$ cat src/rtl/fetch_unit_if.sv
// Bundle between the fetch unit, the control state machine and instruction memory.
// The slave modport is the fetch unit's view; master is the control/memory side.
interface fetch_unit_if #(
    parameter int unsigned ADDR_W = 16,
    parameter int unsigned DATA_W = 16
);
    // Control and memory inputs to the fetch unit
    logic              fetch_req;
    logic [1:0]        pcEn;
    logic [3:0]        cond;
    logic [7:0]        disp;
    logic [ADDR_W-1:0] jump_target;
    logic [4:0]        flags;
    logic [DATA_W-1:0] mem_rdata;
    logic              mem_valid;

    // Fetch unit outputs
    logic [ADDR_W-1:0] mem_addr;
    logic              mem_rd;
    logic [DATA_W-1:0] instruction;
    logic              ir_valid;
    logic [ADDR_W-1:0] pc;
    logic [ADDR_W-1:0] pc_plus1;
    logic              taken;
    logic              busy;
    logic              err;

    modport master (
        output fetch_req, pcEn, cond, disp, jump_target, flags, mem_rdata, mem_valid,
        input  mem_addr, mem_rd, instruction, ir_valid, pc, pc_plus1, taken, busy, err
    );

    modport slave (
        input  fetch_req, pcEn, cond, disp, jump_target, flags, mem_rdata, mem_valid,
        output mem_addr, mem_rd, instruction, ir_valid, pc, pc_plus1, taken, busy, err
    );
endinterface

$ cat src/rtl/fetch_unit.sv
// Fetch front end of the multi-cycle 16-bit core: owns PC and IR, issues instruction reads
// and applies increment / conditional jump / conditional branch PC updates.
module fetch_unit #(
    parameter int unsigned       ADDR_W   = 16,
    parameter int unsigned       DATA_W   = 16,
    parameter logic [ADDR_W-1:0] RESET_PC = '0
) (
    input  logic          i_clk,
    input  logic          i_reset,
    fetch_unit_if.slave   io_fetch
);

    typedef enum logic [0:0] {StIdle, StWait} state_t;

    state_t            r_state;
    logic [ADDR_W-1:0] r_pc;
    logic [DATA_W-1:0] r_ir;
    logic              r_ir_valid;
    logic              r_mem_rd;
    logic              r_taken;
    logic              r_busy;
    logic              r_err;
    logic              r_pending;

    logic [ADDR_W-1:0] w_pc_plus1;
    logic [ADDR_W-1:0] w_sext_disp;
    logic [ADDR_W-1:0] w_pc_branch;
    logic              w_flag_c;
    logic              w_flag_l;
    logic              w_flag_f;
    logic              w_flag_z;
    logic              w_flag_n;
    logic              w_cond_base;
    logic              w_cond_true;
    logic [ADDR_W-1:0] w_pc_upd;
    logic              w_taken_upd;

    assign {w_flag_c, w_flag_l, w_flag_f, w_flag_z, w_flag_n} = io_fetch.flags;

    assign w_pc_plus1  = r_pc + ADDR_W'(1);
    assign w_sext_disp = {{(ADDR_W-8){io_fetch.disp[7]}}, io_fetch.disp};
    assign w_pc_branch = r_pc + w_sext_disp;

    // Odd condition codes are the complement of the even code just below them.
    always_comb begin
        w_cond_base = 1'b0;
        unique case (io_fetch.cond[3:1])
            3'd0: w_cond_base = w_flag_z;
            3'd1: w_cond_base = w_flag_c;
            3'd2: w_cond_base = w_flag_l;
            3'd3: w_cond_base = w_flag_n;
            3'd4: w_cond_base = w_flag_f;
            3'd5: w_cond_base = ~w_flag_l & ~w_flag_z;
            3'd6: w_cond_base = ~w_flag_n & ~w_flag_z;
            3'd7: w_cond_base = 1'b1;
        endcase
        w_cond_true = w_cond_base ^ io_fetch.cond[0];
    end

    always_comb begin
        w_pc_upd    = w_pc_plus1;
        w_taken_upd = 1'b0;
        case (io_fetch.pcEn)
            2'b10: begin
                w_taken_upd = w_cond_true;
                if (w_cond_true) begin
                    w_pc_upd = io_fetch.jump_target;
                end
            end
            2'b11: begin
                w_taken_upd = w_cond_true;
                if (w_cond_true) begin
                    w_pc_upd = w_pc_branch;
                end
            end
            default: begin
                w_pc_upd    = w_pc_plus1;
                w_taken_upd = 1'b0;
            end
        endcase
    end

    always_ff @(posedge i_clk) begin
        if (i_reset) begin
            r_state    <= StIdle;
            r_pc       <= RESET_PC;
            r_ir       <= '0;
            r_ir_valid <= 1'b0;
            r_mem_rd   <= 1'b0;
            r_taken    <= 1'b0;
            r_busy     <= 1'b0;
            r_err      <= 1'b0;
            r_pending  <= 1'b0;
        end else begin
            r_ir_valid <= 1'b0;
            case (r_state)
                StIdle: begin
                    if (io_fetch.pcEn != 2'b00) begin
                        r_pc    <= w_pc_upd;
                        r_taken <= w_taken_upd;
                        // Defer the read one cycle so it uses the updated PC.
                        if (io_fetch.fetch_req) begin
                            r_pending <= 1'b1;
                            r_busy    <= 1'b1;
                        end
                    end else if (io_fetch.fetch_req || r_pending) begin
                        r_state   <= StWait;
                        r_pending <= 1'b0;
                        r_mem_rd  <= 1'b1;
                        r_busy    <= 1'b1;
                    end
                end
                StWait: begin
                    if (io_fetch.pcEn != 2'b00) begin
                        r_err <= 1'b1;
                    end
                    if (io_fetch.mem_valid) begin
                        r_ir       <= io_fetch.mem_rdata;
                        r_ir_valid <= 1'b1;
                        r_state    <= StIdle;
                        r_mem_rd   <= 1'b0;
                        r_busy     <= 1'b0;
                    end
                end
            endcase
        end
    end

    assign io_fetch.mem_addr    = r_pc;
    assign io_fetch.pc          = r_pc;
    assign io_fetch.pc_plus1    = w_pc_plus1;
    assign io_fetch.mem_rd      = r_mem_rd;
    assign io_fetch.instruction = r_ir;
    assign io_fetch.ir_valid    = r_ir_valid;
    assign io_fetch.taken       = r_taken;
    assign io_fetch.busy        = r_busy;
    assign io_fetch.err         = r_err;

endmodule

$ cat src/flat_wrapper.sv
// flat-port wrapper written by rule: the top's interface ports become plain ports
module fetch_unit_flat 
#(
    parameter int unsigned       ADDR_W   = 16,
    parameter int unsigned       DATA_W   = 16,
    parameter logic [ADDR_W-1:0] RESET_PC = '0
)
  (i_clk, i_reset, io_fetch_fetch_req, io_fetch_pcEn, io_fetch_cond, io_fetch_disp, io_fetch_jump_target, io_fetch_flags, io_fetch_mem_rdata, io_fetch_mem_valid, io_fetch_mem_addr, io_fetch_mem_rd, io_fetch_instruction, io_fetch_ir_valid, io_fetch_pc, io_fetch_pc_plus1, io_fetch_taken, io_fetch_busy, io_fetch_err);
  fetch_unit_if #(.ADDR_W(ADDR_W), .DATA_W(DATA_W)) io_fetch_i ();
  input  logic i_clk;
  input  logic i_reset;
  input wire logic [$bits(io_fetch_i.fetch_req)-1:0] io_fetch_fetch_req;
  input wire logic [$bits(io_fetch_i.pcEn)-1:0] io_fetch_pcEn;
  input wire logic [$bits(io_fetch_i.cond)-1:0] io_fetch_cond;
  input wire logic [$bits(io_fetch_i.disp)-1:0] io_fetch_disp;
  input wire logic [$bits(io_fetch_i.jump_target)-1:0] io_fetch_jump_target;
  input wire logic [$bits(io_fetch_i.flags)-1:0] io_fetch_flags;
  input wire logic [$bits(io_fetch_i.mem_rdata)-1:0] io_fetch_mem_rdata;
  input wire logic [$bits(io_fetch_i.mem_valid)-1:0] io_fetch_mem_valid;
  output wire logic [$bits(io_fetch_i.mem_addr)-1:0] io_fetch_mem_addr;
  output wire logic [$bits(io_fetch_i.mem_rd)-1:0] io_fetch_mem_rd;
  output wire logic [$bits(io_fetch_i.instruction)-1:0] io_fetch_instruction;
  output wire logic [$bits(io_fetch_i.ir_valid)-1:0] io_fetch_ir_valid;
  output wire logic [$bits(io_fetch_i.pc)-1:0] io_fetch_pc;
  output wire logic [$bits(io_fetch_i.pc_plus1)-1:0] io_fetch_pc_plus1;
  output wire logic [$bits(io_fetch_i.taken)-1:0] io_fetch_taken;
  output wire logic [$bits(io_fetch_i.busy)-1:0] io_fetch_busy;
  output wire logic [$bits(io_fetch_i.err)-1:0] io_fetch_err;
  assign io_fetch_i.fetch_req = io_fetch_fetch_req;
  assign io_fetch_i.pcEn = io_fetch_pcEn;
  assign io_fetch_i.cond = io_fetch_cond;
  assign io_fetch_i.disp = io_fetch_disp;
  assign io_fetch_i.jump_target = io_fetch_jump_target;
  assign io_fetch_i.flags = io_fetch_flags;
  assign io_fetch_i.mem_rdata = io_fetch_mem_rdata;
  assign io_fetch_i.mem_valid = io_fetch_mem_valid;
  assign io_fetch_mem_addr = io_fetch_i.mem_addr;
  assign io_fetch_mem_rd = io_fetch_i.mem_rd;
  assign io_fetch_instruction = io_fetch_i.instruction;
  assign io_fetch_ir_valid = io_fetch_i.ir_valid;
  assign io_fetch_pc = io_fetch_i.pc;
  assign io_fetch_pc_plus1 = io_fetch_i.pc_plus1;
  assign io_fetch_taken = io_fetch_i.taken;
  assign io_fetch_busy = io_fetch_i.busy;
  assign io_fetch_err = io_fetch_i.err;
  fetch_unit #(.ADDR_W(ADDR_W), .DATA_W(DATA_W), .RESET_PC(RESET_PC)) u_core (.i_clk(i_clk), .i_reset(i_reset), .io_fetch(io_fetch_i));
endmodule
$ cat config.mk
export PLATFORM = sky130hd
export DESIGN_NAME = fetch_unit_flat
export DESIGN_NICKNAME = d
export VERILOG_FILES = /design/src/rtl/fetch_unit_if.sv /design/src/rtl/fetch_unit.sv /design/src/flat_wrapper.sv
export SDC_FILE = /design/constraint.sdc
export NUM_CORES = 1
export LEC_CHECK = 0
export ABC_AREA = 1
export CAP_MARGIN = 30
export CORE_MARGIN = 3
export CORE_UTILIZATION = 49
export CTS_CLUSTER_DIAMETER = 30
export DETAILED_ROUTE_END_ITERATION = 6
export HOLD_SLACK_MARGIN = 0.08
export MAX_ROUTING_LAYER = met4
export PLACE_DENSITY = 0.88
export SLEW_MARGIN = 10
export SYNTH_ARGS = -nofsm -noshare
export SYNTH_HDL_FRONTEND = slang
export SYNTH_SLANG_ARGS = --single-unit
$ cat constraint.sdc
create_clock -name i_clk -period 4.6 [get_ports i_clk]
set_clock_uncertainty 0.15 [all_clocks]
set_input_delay 0.69 -clock i_clk [delete_from_list [all_inputs] [get_ports i_clk]]
set_output_delay 0.69 -clock i_clk [all_outputs]
set_load 0.05 [all_outputs]
## After elaboration in Yosys (flattened, before gate mapping)

Index checks and enable logic that the tools add are counted.

| storage, ports and cells | value |
|---|---|
| bits in registers | 39 |
| bits in latches | 0 |
| bits in writable memories | 0 |
| ROM bits | 0 |
| bits of input ports | 55 |
| output and inout port bits | 69 |
| logic and storage cells | 64 |
| memories | 0 |

| operators by class | value |
|---|---|
| add/sub/neg operators | 2 |
| $mul | 0 |
| divide/modulo/power cells | 0 |
| magnitude comparators | 0 |
| eq/ne operators | 15 |
| shift-type cells | 0 |
| muxes and demuxes | 19 |
| bitwise operators | 7 |
| reductions and logical operators | 12 |

Operator list:

| kind | count |
|---|---|
| two-way mux 16 bit | 2 |
| one-hot mux 16 bit (2 select lines) | 1 |
| adder 16 x 1 -> 16 bit, second input constant | 1 |
| adder 16 bit | 1 |
| == test 3 bit, second input constant | 4 |
| two-way mux 1 bit | 12 |
| AND reduction 3 bit | 3 |
| one-hot mux 1 bit (8 select lines) | 1 |
| == test 3 x 2 -> 1 bit, second input constant | 2 |
| != test 2 bit, second input constant | 3 |
| one-hot mux 1 bit (2 select lines) | 3 |
| AND reduction 2 bit | 3 |
| == test 2 bit, second input constant | 2 |
| inverter 1 bit | 4 |
| nonzero test 2 bit | 2 |
| OR reduction 2 bit | 2 |
| == test 3 x 1 -> 1 bit, second input constant | 1 |
| zero test 3 bit | 1 |
| != test 3 x 1 -> 1 bit, second input constant | 1 |
| != test 3 bit, second input constant | 1 |
| bitwise AND 1 bit | 2 |
| != test 2 x 1 -> 1 bit, second input constant | 1 |
| logical OR 1 bit | 1 |
| bitwise XOR 1 bit | 1 |

## Depth between registers and ports, before layout

Gate-level depths: netlist of the first run.

| logic depth | value |
|---|---|
| word-level depth | 6 |
| gate-level depth with buffers | 16 |
| depth with buffers taken out | 16 |

## Least setup slack after synthesis of the first run

No wires, ideal clock.

| path | value |
|---|---|
| path type | register -> output |
| from | register u_core.r_pc[4] (netlist: u_core.io_fetch.mem_addr[4]) |
| to | output io_fetch_pc_plus1[5] |
| arrival | 2.044 ns |
| data required time | 3.760 ns |
| setup slack | 1.716 ns |
| cell stages (with the launch flop) | 5 |
| buffers on the path | 0 |
| cell sequence | dfxtp_1 -> nand2_1 -> nor2_1 -> nand2_1 -> xnor2_1 |

| on the way | value |
|---|---|
| word-level cells in the longest chain between the ends | 1 |

RTL lines:

| element | RTL line | source |
|---|---|---|
| start, declared | fetch_unit.sv:16 | `logic [ADDR_W-1:0] r_pc;` |
| start signal, assigned | fetch_unit.sv:99 | `r_pc <= w_pc_upd;` |
| adder 16 x 1 -> 16 bit | fetch_unit.sv:40 | `assign w_pc_plus1 = r_pc + ADDR_W'(1);` |
| end, declared | flat_wrapper.sv:25 | `output wire logic [$bits(io_fetch_i.pc_plus1)-1:0] io_fetch_pc_plus1;` |

Every way passes these cells.

## Worst setup path in the final report of the first run

| path | value |
|---|---|
| from | register u_core.r_pc[0] (netlist: u_core.io_fetch.mem_addr[0]) |
| to | output io_fetch_pc_plus1[14] |

Same word-level chain as after synthesis.

==> metrics.txt, run 1 <==
Iteration-0 DRC Markers 311; Post-Synth XOR/XNOR Area 2.66%; Cell variety after synth 33; die outline area just under 8000 um^2; setup tns final 0 ps; area grow syn2layout 38.6%; Hold WC Path Type flip-flop to flip-flop; # diodes 0; Critical R2R Launch u_core.io_fetch.mem_addr[0]; first-pass GRT wire length about 17000 um; DIE HEIGHT 88.0 um; Post-Synth Adder-Cell Area under 10%; main combinational cell family by area after synthesis simple AND/OR/NAND/NOR gates; core box area between 6000 and 7000 um^2; Seq/Total Area, Yosys 23.7%; worst-margin pin slew 721 ps; CP Data Required Time ~3800 ps; Skew-Pair Late Insertion Delay between 200 and 300 ps; drt first pass iters 6; worst-case clock buffer depth 2; Avg Cell Area, Syn slightly below 6 um^2; CTS hold repair buffers 0; Layout Nets around 740; clock root cell clkbuf_8; post-CTS setup buffers 0; Final Setup Violations 0; largest net degree at the start of global routing 27; fill count between 500 and 600; RSZ-0062 raised after global routing false; Final ANT Viol Nets 0; Starting Density between 50% and 60%; crit path time final about 3500 ps; Synth Net Count around 640; maximum fanout along the worst path 9; PD cells between 200 and 300 nW/um^2; CP bufs+invs 3; mapped cell area about 3300 um^2; # H-tree levels 2; drt total wl between 10000 and 15000 um; Max IR drop VDD slightly above 0.2 mV; slowest CP cell clkdlybuf4s50_1; final worst-path cycle share ~76%; CP Class flip-flop to output pin; max cap viols 0; DP Worst Slack about 1500 ps; via-per-instance ratio 5.34; placed cell areas around 4400 um^2; CP Launch Type flip-flop; GR Overflow Total 0; layout cells sized above 1 under 10%; worst setup margin approximately 1100 ps; CTS sink count 39; Crit. End Element output pin; Post-Synth Simple-Gate Area between 40 and 50%; routability cong. between 0.9 and 1; CTS resizes 0; worst setup path start u_core.io_fetch.mem_addr[0]; multiplexer area fraction after synthesis 0%; Final Cell Area ~4600 um^2; Synth Area in Compound Gates 12.1%; DR DRC count 0; Via Count roughly 4k; Slew headroom 51.7%; highest clock rate ~280 MHz; port bufs around 120; synthesized flop and latch total 39; hpwl dp ~8500 um; Total GRT Usage 28.2%; CTS Buf Count 5; outcome finished clean; overall power between 1 and 1.5 mW; top-level I/O count around 120; critical hold path startpoint u_core.io_fetch.instruction[14]; Leakage ~2.2 nW; Hold Vio Cnt, Final 0; die width between 80 and 90 um; YS warnings 0; Mapped Cells between 500 and 600; FP Rows 29; CTS tree built; Max stage delay on crit path 790 ps; Reg clk slew, reported paths ~80 ps; max-slew violations 0; worst path cell trace ha_1 -> nand3_1 -> inv_1 -> nand3_1 -> o21bai_1 -> nand2_1 -> inv_1 -> clkdlybuf4s50_1; wire length per cell between 10 and 15 um; CP delay by family, top buffers and inverters; initial antenna violation count 0; critical path data arrival time about 2700 ps; vias in the first global route 3578
-- where the power goes --
group          internal (mW)  switching [mW]  total (mW)
logic                  0.219           0.400       0.619
registers              0.360          0.0428       0.403
clock network          0.136           0.124       0.260
-- metrics by stage --
| step | hold WS [ps] | util [%] | std cells |
|---|---|---|---|
| 4_1_cts | 324 | 70.9 | 744 |
| 3_5_place_dp | 311 | 69.3 | 736 |
| 6_report | 318 | 71.0 | 745 |
| 5_1_grt | 339 | 71.0 | 745 |
| 3_3_place_gp | 308 | 69.3 | 736 |
| 2_1_floorplan | 324 | - | 563 |
-- worst register-to-register path, cell delays in order, from the launching register on --
cell and delay [ps]:
dfxtp_1 540, ha_1 230, inv_1 50, fa_1 400, inv_1 110, nand3_1 80
nand3_1 160, nand2_1 80, nand2_1 90, nand3_1 70, nand2_1 80, nor2_1 40
nor2_1 120, nor2_1 50, nor2_1 90, nor2_1 40
-- routing by layer --
metal	track usage [%]	vias to the layer above	share of wire (%)
met1	35.8	1781	42
met3	3.01	22	7.2
met5	-	-	0
met2	46.9	185	49
met4	8.79	0	2.1
li1	-	1991	-
-- cells by family after synthesis --
kind of cell               count (synthesis)
xor gates and xnor gates                  10
and+or+nand+nor                          323
DFF                                       39
buffers and inverters                     98
adders and majority gates                 17
AOI/OAI and AO/OA                         76
-- synthesized netlist by cell type --
master    count  area share (%)
nand2_4       1            0.34
xnor2_1       1            0.27
a21o_1        1            0.23
o21bai_1      2            0.46
nor2_4        1            0.34
fa_1          1            0.61
nand3_2       1            0.30
o21ba_2       1            0.30
a21oi_1      39             5.9
dfxtp_1      39              24
nand3b_1      2            0.46
nor3_1        4            0.61
buf_6         1            0.34
inv_2         2            0.23
clkbuf_1      8            0.91
nand2_2       6             1.1
inv_1        67             7.6
o21ai_0      25             3.8
xor2_1        9             2.4
clkinv_1      1            0.11
nand4_1       6             1.1
buf_4        16             3.7
or2_2         3            0.57
nor2_1       48             5.5
nand2_1     190              22
buf_2         3            0.46
o211ai_1      1            0.23
a31oi_1       1            0.19
nor2_2        3            0.57
o21a_1        1            0.23
ha_1         16             6.1
o21ai_1       5            0.76
nand3_1      58             8.8
-- flip-flops by register name (all words and copies together) (netlist names) --
| register | flops |
|---|---|
| u_core.io_fetch.mem_rd | 1 |
| u_core.r_pending | 1 |
| u_core.io_fetch.busy | 1 |
| u_core.io_fetch.mem_addr | 16 |
| u_core.io_fetch.ir_valid | 1 |
| u_core.io_fetch.instruction | 16 |
| u_core.io_fetch.taken | 1 |
| u_core.io_fetch.err | 1 |
| u_core.r_state | 1 |
-- final timing paths --
| check | end | cells past startpoint | slack, ps |
|---|---|---|---|
| setup / recovery | io_fetch_pc_plus1[14] | 8 | 1090 |
| hold / removal | u_core.io_fetch.instruction[14] | 2 | 320 |
| setup reg to reg | u_core.io_fetch.mem_addr[14] | 15 | 2100 |
| hold reg to reg | u_core.io_fetch.instruction[14] | 2 | 320 |
-- placed cells by master, fill, tap and decap left out --
master,count
nand2_2,6
o21ba_2,1
o21ai_1,5
nand3_1,58
clkinvlp_4,1
inv_2,2
clkinv_1,1
nand2_1,190
xor2_1,9
a21o_1,1
inv_1,67
nor2_1,48
buf_4,2
xnor2_1,1
ha_1,16
nand4_1,6
o211ai_1,1
o21a_1,1
dfxtp_1,39
nor3_1,4
a21oi_1,39
nor2_4,1
o21ai_0,25
nand3b_1,2
clkbuf_8,7
nand3_2,1
clkdlybuf4s50_1,123
or2_2,3
a31oi_1,1
o21bai_1,2
nand2_4,1
fa_1,1
nor2_2,3
-- final cells by class --
cell class              count  area [um^2]  share of cell area, %
repair buffers            125         1250                   27.3
well taps                  77         96.3                   2.11
flip-flops and latches     39          781                   17.1
clock inverters             1         7.51                  0.165
inverters                  70          263                   5.76
multi-input cells         426         2070                   45.4
clock buffers               7         96.3                   2.11
No activity file was read; power rests on OpenSTA's default activity.
==> inputs of run 2 (changes only) <==
Settings changed: CORE_UTILIZATION 49 to 45, PLACE_DENSITY 0.88 to 0.81.
Clock period 4.6 ns to 3.6 ns, I/O delays scaled along.
==> run 2 against run 1 <==
Net effect: worst hold slack improved by 1.8 ps; non-clock buffer count increased by 5; register-to-register slack got worse by 1100 ps; sequential share of layout area decreased by 0.28 points; final area increased by 1.6%; via count increased by 0.80%; utilization decreased by 4.3 points; final cell count increased by 3.2%; clock power increased by 50%; die area increased by 8.3%; global-route usage decreased by 1.2 points; power increased by 33%.
==> metrics.txt, run 2 (synthesis gave the netlist of run 1 again) <==
Max IR drop VDD 0.300 mV; Via Count 4011; Critical R2R Launch u_core.io_fetch.mem_addr[0]; largest net degree at the start of global routing 27; drt first pass iters 5; overall power 1.70 mW; worst-margin pin slew 703 ps; fill count 632; drt total wl 11200 um; R2R cell count 15; vias in the first global route about 3.8k; Starting Density 47.4%; Leakage ~2.2 nW; first-pass GRT wire length roughly 18000 um; crit path time final 3400 ps; top-level I/O count roughly 120; core box area between 6000 and 7000 um^2; max cap viols 0; worst path cell trace ha_1 -> nand3_1 -> inv_1 -> nand3_1 -> o21bai_1 -> nand2_1 -> inv_1 -> clkdlybuf4s50_1; fin cells 769; Reg clk slew, reported paths 80 ps; # diodes 0; worst setup margin ~200 ps; placed cell areas 4520 um^2; FP Rows 30; Hold Path Stages 2; Layout Nets 744; Slew headroom between 50% and 60%; Skew-Pair Late Insertion Delay roughly 300 ps; DP Worst Slack roughly 540 ps; post-CTS setup buffers 0; clock root cell clkbuf_8; CTS Buf Count 5; setup tns final 0 ps; worst hold margin 320 ps; via-per-instance ratio about 5.2; Hold WC Path Type flip-flop to flip-flop; critical path data arrival time approximately 2700 ps; RSZ-0062 raised after global routing false; CTS tree built; # H-tree levels 2; worst r2r dst u_core.io_fetch.mem_addr[14]; CTS hold repair buffers 0; final worst-path cycle share a little over nine tenths; Total GRT Usage a little over a quarter; slowest CP cell clkdlybuf4s50_1; die width about 92 um; Max stage delay on crit path 810 ps; CTS resizes 0; Hold EP u_core.io_fetch.taken; Final ANT Viol Nets 0; DR DRC count 0; initial antenna violation count 0; hpwl dp slightly below 9000 um; highest clock rate ~300 MHz; die outline area approximately 8400 um^2; port bufs around 120; Hold Vio Cnt, Final 0; max-slew violations 0; commonest non-fill, non-tap cell in the layout nand2_1; maximum fanout along the worst path 9; PD cells between 300 and 400 nW/um^2; Crit. End Element output pin; most frequent cells in the layout nand2_1, clkdlybuf4s50_1, inv_1, nand3_1, nor2_1; reg2reg setup slack approximately 1100 ps; CP Launch Type flip-flop; worst-case clock buffer depth 2; GR Overflow Total 0; area grow syn2layout 40.9%; CTS sink count 39; Iteration-0 DRC Markers approximately 280; layout cells sized above 1 a little under 5%; CP Data Required Time roughly 2900 ps; Final Setup Violations 0; CP Class flip-flop to output pin; DIE HEIGHT around 92 um; placed instance count approximately 760; wire length per cell 14.5 um; Final Cell Area ~4600 um^2; outcome finished clean; critical hold path startpoint u_core.io_fetch.taken; routability cong. approximately 0.98; final core occ between 60 and 70%
## run 2: final cells by class
cell class	instances	area (um^2)	share of cell area, %
multi-input combinational	426	2070	44.7
clock buffer	6	82.6	1.78
timing repair buffer	130	1280	27.7
sequential	39	781	16.8
clock inverter	2	35.0	0.756
inverter	70	263	5.67
tap	96	120	2.59
## run 2: metal layers
layer	share of wire, %	GRT usage, %
met5	0	-
met4	1.5	6.78
met3	7.4	3.81
met2	48	44.7
met1	43	34.5
## run 2: worst max path at each step
stage / endpoint / slack (ps) / from
after floorplan: io_fetch_pc_plus1[5] / 870 / u_core.io_fetch.mem_addr[4]
after global placement: io_fetch_pc_plus1[14] / 600 / u_core.io_fetch.mem_addr[0]
after detailed placement: io_fetch_pc_plus1[14] / 540 / u_core.io_fetch.mem_addr[0]
after CTS: io_fetch_pc_plus1[14] / 190 / u_core.io_fetch.mem_addr[0]
after global routing: io_fetch_pc_plus1[14] / 60 / u_core.io_fetch.mem_addr[0]
final: io_fetch_pc_plus1[14] / 200 / u_core.io_fetch.mem_addr[0]
## run 2: where the power goes
part	leakage (nW)	total, mW	internal, mW	switching (mW)
clock network	0.0612	0.390	0.224	0.165
logic	1.86	0.800	0.284	0.516
registers	0.319	0.513	0.460	0.0533
total	2.24	1.70	0.968	0.735
## run 2: critical path, delay by kind of cell (launching register included)
| family | cells | cell delay (ps) |
|---|---|---|
| buf+inv | 3 | 1060 |
| fa+ha+maj | 1 | 250 |
| compound gates | 1 | 170 |
| simple gates | 3 | 370 |
| flops | 1 | 570 |
==> inputs of run 3 (changes only) <==
Settings changed: CORE_UTILIZATION 45 to 46, CTS_BUF_LIST set to sky130_fd_sc_hd__clkbuf_8, PLACE_DENSITY 0.81 to 0.83.
==> run 3 against run 2 <==
Net effect: maximum frequency rose by 1.9%; setup slack improved by 62 ps; final area fell by 0.81%; via count barely moved; die area fell by 2.0%; combinational power fell by 0.8%; flip-flop and latch count did not move; power fell by 5.2%; critical endpoint unchanged; largest power group unchanged; highest routed layer unchanged.
==> metrics.txt, run 3 (synthesis gave the netlist of run 1 again) <==
final worst-path cycle share around 93%; vias in the first global route 3675; CP delay by family, top buffers and inverters; GR Overflow Total 0; outcome finished clean; # diodes 0; die outline area just over 8000 um^2; post-CTS setup buffers 0; Iteration-0 DRC Markers 250; max cap viols 0; CP Data Required Time roughly 2900 ps; area of the multi-input gates 2070 um^2; Final ANT Viol Nets 0; highest clock rate ~300 MHz; CP bufs+invs 3; DIE HEIGHT 90.6 um; worst-margin pin slew 692 ps; Skew-Pair Late Insertion Delay roughly 290 ps; fill count between 600 and 700; worst-case clock buffer depth 2; clock root cell clkbuf_8; die width 90.6 um; FP Rows 30; Via Count ~4.0k; CTS Buf Count 5; Hold WC Path Type flip-flop to flip-flop; top-level I/O count ~120; CTS tree built; PD cells around 350 nW/um^2; Leakage approximately 2.2 nW; drt total wl 10800 um; worst path cell trace ha_1 -> nand3_1 -> inv_1 -> nand3_1 -> o21bai_1 -> nand2_1 -> inv_1 -> clkdlybuf4s50_1; reg2reg setup slack between 1000 and 1500 ps; CP Class flip-flop to output pin; setup tns final 0 ps; CP Launch Type flip-flop; critical path data arrival time between 2000 and 3000 ps; final core occ 66.9%; CTS resizes 0; slowest CP cell clkdlybuf4s50_1; Layout Nets between 700 and 800; port bufs approximately 120; Hold Vio Cnt, Final 0; wire length per cell ~14 um; initial antenna violation count 0; hpwl dp between 8000 and 9000 um; Reg clk slew, reported paths approximately 80 ps; # H-tree levels 2; Max stage delay on crit path 800 ps; routability cong. 0.968; area grow syn2layout 39.7%; RSZ-0062 raised after global routing false; crit path time final about 3300 ps; core box area between 6000 and 7000 um^2; Crit. End Element output pin; largest net degree at the start of global routing 22; Starting Density 47.9%; Final Setup Violations 0; DR DRC count 0; Max IR drop VDD between 0.2 and 0.3 mV; first-pass GRT wire length about 18000 um; CTS sink count 39; Total GRT Usage around a quarter; drt first pass iters 5; CTS hold repair buffers 0; maximum fanout along the worst path 9; commonest non-fill, non-tap cell in the layout nand2_1; Sequential Area 781 um^2; via-per-instance ratio approximately 5.2; most frequent cells in the layout nand2_1, clkdlybuf4s50_1, inv_1, nand3_1, nor2_1; max-slew violations 0; Slew headroom a little over half; layout cells sized above 1 4.62%
==> run 3: cell count changes in the layout (fill, tap and decap cells not counted) <==
| cell | before | now |
|---|---|---|
| buf_4 | 7 | 6 |
| bufinv_16 | 1 | 0 |
==> run 3: tightest hold or removal path, stage by stage, from the launching register on <==
cell	delay, ps
dfxtp_1	320
nand2_1	60
a21oi_1	60
==> run 3: through the flow <==
stage	power (mW)	setup slack, ps	hold slack, ps	std cells	cell area [um^2]
4_1_cts	1.61	261	328	767	4600
6_report	1.61	258	324	767	4600
3_3_place_gp	1.30	606	305	760	4510
3_5_place_dp	1.31	585	314	760	4510
2_1_floorplan	1.05	866	324	563	3290
5_1_grt	1.70	5.96	344	767	4600
==> run 3: metal layers <==
metal | vias to the layer above | GRT usage (%) | part of all wire [%]
met5 | - | - | 0
met4 | 0 | 7.02 | 2.1
met3 | 24 | 3.42 | 5.9
met2 | 160 | 44.0 | 48
met1 | 1830 | 34.6 | 44
li1 | 1994 | - | -
==> run 3: path summary, 6_finish.rpt <==
| check | startpoint | depth (start not counted) | to |
|---|---|---|---|
| worst min register to register | u_core.io_fetch.taken | 2 | u_core.io_fetch.taken |
| worst max-delay path | u_core.io_fetch.mem_addr[0] | 8 | io_fetch_pc_plus1[14] |
| worst min-delay path | u_core.io_fetch.taken | 2 | u_core.io_fetch.taken |
| worst max register to register | u_core.io_fetch.mem_addr[0] | 15 | u_core.io_fetch.mem_addr[14] |
==> run 3: power breakdown <==
group	total [mW]	switching, mW	leakage, nW	internal, mW
Combinational	0.794	0.512	1.85	0.282
Clock	0.305	0.155	0.0470	0.151
Sequential	0.514	0.0544	0.319	0.460
==> run 3: layout make-up <==
cell class,count,share of cell area [%]
sequential,39,17.0
clock buffer,6,1.80
clock inverter,1,0.109
multi-input combinational,426,45.0
inverter,70,5.71
timing repair buffer,129,27.8
tap,96,2.61
